## src/rtl/siso_ctrl_pkg.sv

```systemverilog
// siso_ctrl_pkg: shared FSM encodings and default transfer width for the serial TX scheduler.
package siso_ctrl_pkg;
  localparam int DEF_WIDTH = 4;
  typedef enum logic [1:0] {
    ST_IDLE  = 2'd0,
    ST_SHIFT = 2'd1,
    ST_DONE  = 2'd2
  } state_t;
endpackage

```

## src/rtl/flip_flop.sv

```systemverilog
// flip_flop: single D flip-flop stage with synchronous active-high reset.
module flip_flop (
  input  logic clk,
  input  logic rst,
  input  logic d,
  output logic q
);
  always_ff @(posedge clk)
    q <= rst ? 1'b0 : d;
endmodule

```

## src/rtl/piso_shift_reg.sv

```systemverilog
// piso_shift_reg: parallel-load, left-shift register built from flip_flop stages; load beats shift.
module piso_shift_reg #(
  parameter int WIDTH = 4
) (
  input  logic             clk,
  input  logic             rst,
  input  logic             load,
  input  logic             shift,
  input  logic [WIDTH-1:0] pdin,
  output logic             sout
);
  logic [WIDTH-1:0] q;
  logic [WIDTH-1:0] nxt;
  logic [WIDTH-1:0] d;
  assign nxt = {q[WIDTH-2:0], 1'b0};
  for (genvar i = 0; i < WIDTH; i++) begin : g_stage
    assign d[i] = load ? pdin[i] : shift ? nxt[i] : q[i];
    flip_flop u_ff (.clk(clk), .rst(rst), .d(d[i]), .q(q[i]));
  end
  assign sout = q[WIDTH-1];
endmodule

```

## src/rtl/siso_tx_scheduler.sv

```systemverilog
// siso_tx_scheduler: round-robin arbiter for two requesters feeding one MSB-first serial shift register.
module siso_tx_scheduler
  import siso_ctrl_pkg::*;
#(
  parameter int WIDTH = DEF_WIDTH
) (
  input  logic             clk,
  input  logic             rst,
  input  logic [1:0]       req,
  input  logic [WIDTH-1:0] din0,
  input  logic [WIDTH-1:0] din1,
  output logic [1:0]       gnt,
  output logic             owner,
  output logic             busy,
  output logic             sout,
  output logic             sout_valid,
  output logic             done
);
  localparam int CW = $clog2(WIDTH);
  state_t state_q, state_d;
  logic [CW-1:0] cnt_q, cnt_d;
  logic [1:0] gnt_q, gnt_d;
  logic owner_q, owner_d, ptr_q, ptr_d;
  logic capture, last, winner, sr_out;
  assign capture = (state_q == ST_IDLE) && (|req);
  assign last    = cnt_q == CW'(WIDTH - 1);
  // Contention goes to the pointer; a lone request always wins.
  assign winner  = (req == 2'b11) ? ptr_q : req[1];
  always_ff @(posedge clk)
    if (rst) begin
      state_q <= ST_IDLE;
      cnt_q   <= '0;
      gnt_q   <= '0;
      owner_q <= 1'b0;
      ptr_q   <= 1'b0;
    end else begin
      state_q <= state_d;
      cnt_q   <= cnt_d;
      gnt_q   <= gnt_d;
      owner_q <= owner_d;
      ptr_q   <= ptr_d;
    end
  always_comb begin
    state_d = (state_q == ST_IDLE)  ? (capture ? ST_SHIFT : ST_IDLE) :
              (state_q == ST_SHIFT) ? (last ? ST_DONE : ST_SHIFT) : ST_IDLE;
    cnt_d   = capture ? '0 : (state_q == ST_SHIFT && !last) ? cnt_q + 1'b1 : cnt_q;
    gnt_d   = capture ? (winner ? 2'b10 : 2'b01) : 2'b00;
    owner_d = capture ? winner : owner_q;
    ptr_d   = (state_q == ST_DONE) ? ~owner_q : ptr_q;
  end
  always_comb begin
    busy       = state_q != ST_IDLE;
    sout_valid = state_q == ST_SHIFT;
    sout       = sout_valid & sr_out;
    done       = state_q == ST_DONE;
    gnt        = gnt_q;
    owner      = owner_q;
  end
  piso_shift_reg #(.WIDTH(WIDTH)) u_sr (
    .clk  (clk),
    .rst  (rst),
    .load (capture),
    .shift(state_q == ST_SHIFT),
    .pdin (winner ? din1 : din0),
    .sout (sr_out)
  );
endmodule

```

## config.mk

```make
export PLATFORM = sky130hd
export DESIGN_NAME = siso_tx_scheduler
export DESIGN_NICKNAME = d
export VERILOG_FILES = /design/src/rtl/siso_ctrl_pkg.sv /design/src/rtl/flip_flop.sv /design/src/rtl/piso_shift_reg.sv /design/src/rtl/siso_tx_scheduler.sv
export SDC_FILE = /design/constraint.sdc
export NUM_CORES = 1
export LEC_CHECK = 0
export BUFFER_PORTS_ARGS = -buffer_cell sky130_fd_sc_hd__buf_2
export CORE_AREA = 2 2 39 41
export DETAILED_ROUTE_END_ITERATION = 16
export DIE_AREA = 0 0 41 43
export PLACE_DENSITY = 0.68
export SETUP_SLACK_MARGIN = 0.2
export SLEW_MARGIN = 20
export SYNTH_ARGS = -nofsm -noshare
export SYNTH_HDL_FRONTEND = slang
export SYNTH_SLANG_ARGS = --single-unit
```

## constraint.sdc

```tcl
create_clock -name clk -period 1.63 [get_ports clk]
set_input_delay 0.0815 -clock clk [delete_from_list [all_inputs] [get_ports clk]]
set_output_delay 0.0815 -clock clk [all_outputs]
set_load 0.1 [all_outputs]
```

After elaboration in Yosys (flattened, before gate mapping)
Cells that the tools add are included.
- muxes and demuxes: 15
- reduce and logical (&&, ||, !) cells: 9
- bitwise operators: 3
- add/subtract/negate cells: 1
- eq/ne operators: 4
- operator list (kind ; number):
    $mux W1 ; 10
    $mux W2 ; 4
    $eq A2 B2 Y1 const B ; 3
    $reduce_or A2 Y1 ; 3
    $mux W4 ; 1
    $reduce_bool A2 Y1 ; 2
    $add A2 B1 Y2 const B ; 1
    $eq A2 B1 Y1 const B ; 1
    $logic_and A1 B1 Y1 ; 2
    $logic_not A2 Y1 ; 1
    $not A1 Y1 ; 2
    $and A1 B1 Y1 ; 1
    $logic_not A1 Y1 ; 1
- register bits: 12
- word-level logic and storage cells: 41

Logic depth before layout (Yosys ltp)
Gate-level depths: netlist of run 1.
- word-level depth: 4
- gate-level depth with buffers: 5
- gate-level depth less buffers: 4

By module
A second synthesis of run 1 with hierarchy kept.
- cells, all modules: 60
- area, all modules: 618.1 um^2
- by module, submodules not included (module ; area each (um^2) ; cells an instance ; times used):
    siso_tx_scheduler ; 411.6 ; 40 ; 1
    flip_flop ; 33.8 ; 2 ; 4
    piso_shift_reg ; 71.3 ; 12 ; 1

Least setup slack after synthesis of run 1
No wires, ideal clock.
- kind: register -> output
- start point: register state_q[0]
- end point: output sout
- buffers on the path: 1
- path slack: 0.023 ns
- stages on the path, launching flop included: 4
- arrival: 1.526 ns
- cell sequence: dfxtp_1 nor2b_1 buf_6 and2_1
- word-level cells in the longest chain between the ends: 2
- RTL lines (item ; line ; source):
    start: declaration ; siso_tx_scheduler.sv:20 ; state_t state_q, state_d;
    start signal: assignment ; siso_tx_scheduler.sv:37 ; state_q <= state_d;
    $eq A2 B1 Y1 ; siso_tx_scheduler.sv:53 ; sout_valid = state_q == ST_SHIFT;
    named net sout_valid ; siso_tx_scheduler.sv:16 ; output logic sout_valid,
    $and A1 B1 Y1 ; siso_tx_scheduler.sv:54 ; sout = sout_valid & sr_out;
    end: declaration ; siso_tx_scheduler.sv:15 ; output logic sout,
The timed path passes the listed nets, and every way through them passes these cells.

Worst setup path in the final report of run 1
- start point: register state_q[1]
- end point: output busy
- word-level cells in the longest chain between the ends: 1
- RTL lines (item ; line ; source):
    $reduce_bool A2 Y1 ; siso_tx_scheduler.sv:52 ; busy = state_q != ST_IDLE;
    end: declaration ; siso_tx_scheduler.sv:14 ; output logic busy,
Every way passes these cells.

==> impl_summary.txt, run 1 <==
----------------------------------------------------
[GRT]
  GRT overflow ... 0
  Total global routing track utilization ... 14.8%
  Antenna violations before repair ... 0
  Wire length of the first global-routing pass ... ~1.7 mm
  Pin count of the biggest net entering global routing ... 14
  Vias in the first global route ... between 400 and 500

[Outcome]
  Outcome ... completed

[Synthesis]
  Cell types with the largest area share after synthesis ... dfxtp_1, mux2i_1, a22oi_1, buf_6, nor2_1
  Sequential element share of the synthesized area ... 43.5%
  Most frequently used flop master after synthesis ... dfxtp_1
  Flop and latch count out of synthesis ... 12
  FFs w/ async S/R, synth ... 0%
  Total of warnings raised by yosys ... 0
  Synth top area share ... a little over two fifths
  Post-synthesis cell type with the largest combined area ... dfxtp_1
  Distinct cell type count after synthesis ... 26
  Gate count after technology mapping ... 54
  Cell area after synthesis ... between 500 and 600 um2
  Post-synth EDFFs ... 0
  Average size of a mapped cell ... between 10 and 15 um2
  Mapped Nets ... 67

[Placement]
  Placed cell area ... 651 um2
  Buffers added on ports ... 18
  Worst-case setup slack after placement ... approximately 0.38 ns
  Final Wtd Congestion ... 0.702

[Clock network]
  Cell chosen for the clock root ... clkbuf_4
  H-tree levels ... 1
  Worst skew pair latency ... between 0.2 and 0.3 ns
  Number of buffers created by CTS ... 3
  Clk pin slew, worst setup/hold paths ... approximately 0.070 ns
  Worst-case clock buffer depth ... 2
  Post-CTS Repair Setup Buffers ... 0
  Clock sinks ... 12
  Number of hold buffers added after cts ... 0
  Clock tree from TritonCTS ... done

[Power]
  Proportion of power drawn by flip-flops and latches ... between 40 and 50%
  Switching power ... 0.000214 W
  Worst vdd rail ir drop ... 0.329 mV
  Switching part of the total ... 32.2%
  Clock power share ... 26.4%
  Static power due to leakage ... 0.320 nW
  Relative contribution of combinational cells to total power ... 25.6%
  Total power ... roughly 0.00066 W
  Internal Pwr Total ... approximately 0.00045 W
  Total power per unit cell area ... ~970 nW/um2

[Worst setup path]
  CP startpoint kind ... flip-flop
  Cell family with most CP delay ... buffers and inverters
  Crit path capture type ... output port
  Cell type of the slowest stage on the worst timing path ... clkbuf_4
  Critical path class ... reg -> out
  Series of cell instances along the critical path ... or2_1 > clkbuf_4
  Required time at the endpoint of the critical path ... approximately 1.6 ns
  CP peak stage delay ... between 0.3 and 0.4 ns
  Path length in cells of the critical path ... 2
  Worst r2r path cells ... 3
  Count of buffer and inverter cells on the critical path ... 1
  Arrival @ worst endpoint ... around 1.3 ns
  Highest fanout seen on the critical path ... 7

[Cells and area]
  Count of antenna diodes in the layout ... 0
  Share of post-route cells with drive strength above 1 ... 41.1%
  Highest-count cells in the layout ignoring fill and taps ... buf_2, dfxtp_1, nor2_1
  Final-stage net count ... just under 90
  Layout area overhead ... 23.4%
  Commonest non-fill, non-tap cell in the layout ... buf_2
  Final core utilization ... 49.2%
  Number of filler cells placed in the layout ... 133
  Cell area after layout ... roughly 680 um2

[Timing]
  # setup viols final ... 0
  Tcrit/Tclk final ... just over 80%
  Final setup slack of the worst path ... slightly below 0.3 ns
  Min Clock Period, post-route ... about 1.3 ns
  Pins Over Slew Limit ... 0
  Slew at the pin closest to its max-slew limit ... around 0.49 ns
  Worst rel slew slack ... 67.7%
  Setup repair after global routing missed its margin ... false
  Achievable clock frequency ... 749 MHz
  Final Hold Viols ... 0
  Worst setup skew after layout ... between 0.002 and 0.0025 ns
  Final TNS setup ... 0 ns

[Die]
  Count of pins on the block boundary ... 19
  Initial Utilization ... 39.9%
  # rows ... 14
  Total Die Area ... between 1500 and 2000 um2
  Overall die height ... about 43 um
  Std-Cell Core Area ... 1380 um2
  Width of the chip ... approximately 41 um

[Routing]
  DRC violations left ... 0
  Vias ... between 400 and 500
  Wirelength per Cell ... approximately 12 um
  Routed Antenna Nets ... 0
  Iteration-0 DRC count of the detailed router ... 3
  Detail-routed via count per cell ... approximately 5.2
  Routed wire length ... roughly 1.1 mm
  First drt pass iteration count ... 4

[Worst hold path]
  Worst hold path stage count ... 2
  Worst Hold Class ... in -> reg

[Run]
  Count of max-cap constraint violations ... 0

----------------------------------------------------
per-stage QoR:
stage	hold slack, ns	std cells
floorplan	0.171	54
global placement	0.350	86
detailed placement	0.356	86
CTS	0.0679	89
global route	0.0719	89
finish	0.0787	89
synth_stat cells (2+ instances only):
| cell | number |
|---|---|
| dfxtp_1 | 12 |
| nor2_1 | 6 |
| mux2i_1 | 5 |
| nor3_1 | 4 |
| a22oi_1 | 3 |
| o22ai_1 | 3 |
| buf_6 | 2 |
power by group through the flow:
stage               Combinational, W  Sequential, W  Clock, W
finish                      0.000170       0.000318  0.000175
global route                0.000180       0.000320  0.000201
CTS                         0.000169       0.000319  0.000184
detailed placement          0.000167       0.000325         0
global placement            0.000166       0.000324         0
floorplan                   0.000111       0.000350         0
layer usage:
| layer | wire length (um) | part of all wire [%] | track usage [%] |
|---|---|---|---|
| met1 | 450 | 43 | 16.4 |
| met2 | 519 | 49 | 20.9 |
| met3 | 60 | 5.7 | 4.71 |
| met4 | 19 | 1.8 | 14.0 |
| met5 | 0 | 0 | 0 |
repair_timing:
item                                    4_1_cts  5_1_grt
resized for setup                             1        2
cloned                                        0        0
endpoints found under the setup margin        1        3
path summary, 6_finish.rpt:
path / endpoint / start / slack, ns
max: busy / state_q[1]$_SDFF_PP0_ / 0.30
min: gnt[0]$_SDFF_PP0_ / req[1] / 0.08
max reg2reg: u_sr.g_stage[1].u_ff.q$_SDFFE_PP0P_ / state_q[0]$_SDFF_PP0_ / 0.38
min reg2reg: ptr_q$_SDFFE_PP0P_ / owner$_SDFFE_PP0P_ / 0.48
worst reg2reg max path: cells and delay by family (launching register included):
kind	cells	cell delay (ns)
AO/OA/AOI/OAI	1	0.12
flip-flops	1	0.32
AND/OR/NAND/NOR	2	0.73
cell families (layout without fill, tap and decap cells):
logic type      after synthesis  count (layout)  share of synthesized area [%]
flops                        12              12                           43.5
buf+inv                       4              23                           7.03
compound gates               12              12                           17.0
xor+xnor                      1               1                           1.59
simple gates                 19              19                           19.5
fa+ha+maj                     1               1                           2.27
mux                           5               5                           9.07
registers in the layout, indices dropped and copies added, names as in the netlist:
name	cells
u_sr.g_stage.u_ff.q	4
ptr_q	1
owner	1
gnt	2
state_q	2
cnt_q	2
layout make-up:
cell class	count	area (um2)	area share, %
Inverter	1	3.75	0.551
Multi-Input combinational cell	38	277	40.6
Clock buffer	3	22.5	3.31
Sequential cell	12	240	35.3
Timing Repair Buffer	19	118	17.3
Tap cell	16	20.0	2.94
Note: power is estimated with default switching activity, not from simulation.
==> run 2: changes to the inputs <==
clock period = 1.3 ns   (was 1.63 ns; I/O delays follow)
==> run 2 against run 1 <==
  * Global-route usage grew 2.7 points
  * Non-clock buffer count grew 7
  * Core utilization grew 17 points
  * Register-to-register slack lost 0.27 ns
  * Power grew 53%
  * Setup slack lost 0.28 ns
  * Die area is the same
  * Critical path depth grew 2
  * Combinational power grew 79%
  * Via count grew 11%
  * Sequential share of layout area shrank 7.9 points
  * Clock power grew 77%
  * Critical endpoint is now sout
  * Largest cell class unchanged
  * Largest power group unchanged
==> impl_summary.txt, run 2 (synthesis gave the netlist of run 1 again) <==
----------------------------------------------------
[Power]
  Switching part of the total ... 32.1%
  Clock power share ... around 30%
  Switching power ... roughly 0.00033 W
  Proportion of power drawn by flip-flops and latches ... 39.5%
  Worst vdd rail ir drop ... about 0.71 mV
  Relative contribution of combinational cells to total power ... between 30% and 40%
  Internal Pwr Total ... between 0.0006 and 0.0007 W
  Total power per unit cell area ... between 1000 and 1500 nW/um2
  Static power due to leakage ... ~0.40 nW

[Placement]
  Buffers added on ports ... 18
  Placed cell area ... between 700 and 800 um2
  HPWL after DPL ... ~770 um
  Final Wtd Congestion ... ~0.69
  Worst-case setup slack after placement ... roughly 0.092 ns

[Routing]
  First drt pass iteration count ... 4
  DRC violations left ... 0
  Iteration-0 DRC count of the detailed router ... 2
  Vias ... 514
  Wirelength per Cell ... around 14 um
  Routed wire length ... roughly 1.3 mm
  Routed Antenna Nets ... 0
  Detail-routed via count per cell ... 5.30

[Worst setup path]
  Critical Path Start ... state_q[0]$_SDFF_PP0_
  Reg-to-Reg Start ... state_q[1]$_SDFF_PP0_
  Cell type of the slowest stage on the worst timing path ... dfxtp_2
  Required time at the endpoint of the critical path ... between 1 and 1.5 ns
  FF-to-FF setup slack ... ~0.11 ns
  CP startpoint kind ... flip-flop
  Endpoint of the most critical setup path ... sout
  CP peak stage delay ... around 0.36 ns
  Series of cell instances along the critical path ... nor2b_4 > buf_6 > and2_4 > buf_12
  Worst r2r path cells ... 5
  Crit path capture type ... output port
  Reg2Reg Capture Point ... owner$_SDFFE_PP0P_
  Arrival @ worst endpoint ... between 1 and 1.5 ns
  Critical path class ... reg -> out
  Highest fanout seen on the critical path ... 4

[Timing]
  Final setup slack of the worst path ... ~0.011 ns
  Setup repair after global routing missed its margin ... true
  Achievable clock frequency ... just under 800 MHz
  Final Hold Viols ... 0
  Min Clock Period, post-route ... roughly 1.3 ns
  Pins Over Slew Limit ... 0
  Worst setup skew after layout ... roughly 0.0010 ns
  Tcrit/Tclk final ... 99.2%
  # setup viols final ... 0
  Slew at the pin closest to its max-slew limit ... around 0.44 ns
  Worst rel slew slack ... a little over two thirds

[GRT]
  Pin count of the biggest net entering global routing ... 14
  Total global routing track utilization ... between 10% and 20%
  Antenna violations before repair ... 0
  Wire length of the first global-routing pass ... 2.00 mm
  Vias in the first global route ... 470
  GRT overflow ... 0

[Outcome]
  Outcome ... completed

[Cells and area]
  Count of antenna diodes in the layout ... 0
  Cell area after layout ... roughly 910 um2
  Final-stage net count ... 95
  Share of post-route cells with drive strength above 1 ... about two thirds
  Highest-count cells in the layout ignoring fill and taps ... buf_2, dfxtp_1, buf_4
  Register with the most flip-flops ... u_sr.g_stage.u_ff.q
  Max FFs per register ... 4
  Layout area overhead ... 65.3%
  Commonest non-fill, non-tap cell in the layout ... buf_2

[Clock network]
  H-tree levels ... 1
  Cell chosen for the clock root ... clkbuf_4
  Number of hold buffers added after cts ... 0
  Clock sinks ... 12
  Worst-case clock buffer depth ... 2
  Number of buffers created by CTS ... 3
  Worst skew pair latency ... around 0.28 ns
  Clk pin slew, worst setup/hold paths ... about 0.08 ns
  Clock tree from TritonCTS ... done

[Die]
  Total Die Area ... around 1800 um2
  Count of pins on the block boundary ... 19
  Std-Cell Core Area ... around 1400 um2
  # rows ... 14
  Initial Utilization ... 39.9%
  Overall die height ... between 40 and 50 um
  Width of the chip ... ~40 um

[Worst hold path]
  Worst Hold Class ... in -> reg

[Run]
  Count of max-cap constraint violations ... 0

----------------------------------------------------
[run 2: changes by cell type in the layout (fill, tap and decap cells not counted), sizes merged]
cell / before / now
buf: 18 / 24
clkbuf: 4 / 6
[run 2: worst max-delay path: cells and delay by family, from the launching register on]
family                 cells  cell delay, ns
buffers and inverters      2            0.27
DFF                        1            0.36
and+or+nand+nor            2            0.30
[run 2: repair_timing]
action                                  CTS  global route
setup buffers                             6             0
endpoints found under the setup margin   11            15
pin swaps                                 7             6
gates resized for setup                  16            15
[run 2: final cells by class]
| cell class | instances | area, um2 |
|---|---|---|
| flip-flops and latches | 12 | 250 |
| repair buffers | 26 | 229 |
| fillers | 97 | 472 |
| inverters | 1 | 3.75 |
| clock buffers | 4 | 36.3 |
| multi-input cells | 38 | 373 |
| well taps | 16 | 20.0 |
[run 2: power by group through the flow]
stage                     clock network (W)  logic (W)  registers [W]
after floorplan                           0   0.000155       0.000439
after global placement                    0   0.000235       0.000407
after detailed placement                  0   0.000236       0.000408
after CTS                          0.000312   0.000274       0.000402
after global routing               0.000331   0.000319       0.000404
final                              0.000309   0.000305       0.000401
[run 2: stage by stage]
| stage | hold WS [ns] | TNS (ns) | cells | total power, W | utilization, % |
|---|---|---|---|---|---|
| after floorplan | 0.155 | 0 | 54 | 0.000594 | - |
| after global placement | 0.336 | 0 | 87 | 0.000642 | 51.3 |
| after detailed placement | 0.336 | 0 | 87 | 0.000644 | 51.3 |
| after CTS | 0.0565 | 0 | 97 | 0.000987 | 60.8 |
| after global routing | 0.0707 | -0.0249 | 97 | 0.00105 | 65.9 |
| final | 0.0638 | 0 | 97 | 0.00102 | 65.9 |
[run 2: how the worst min path moves through the flow]
stage                              endpoint  cells after the start  slack, ns   start
after floorplan           gnt[0]$_SDFF_PP0_                      1       0.15     rst
after global placement    gnt[0]$_SDFF_PP0_                      2       0.34  req[1]
after detailed placement  gnt[0]$_SDFF_PP0_                      2       0.34  req[1]
after CTS                 gnt[0]$_SDFF_PP0_                      2       0.06  req[1]
after global routing      gnt[0]$_SDFF_PP0_                      2       0.07  req[1]
final                     gnt[0]$_SDFF_PP0_                      2       0.06  req[1]
[run 2: per-layer routing]
layer	up-vias	GRT usage, %	wire length (um)
met1	245	19.7	507
met3	4	4.71	59
met2	19	27.2	739
met4	0	12.0	29
li1	246	-	-
met5	-	0	0
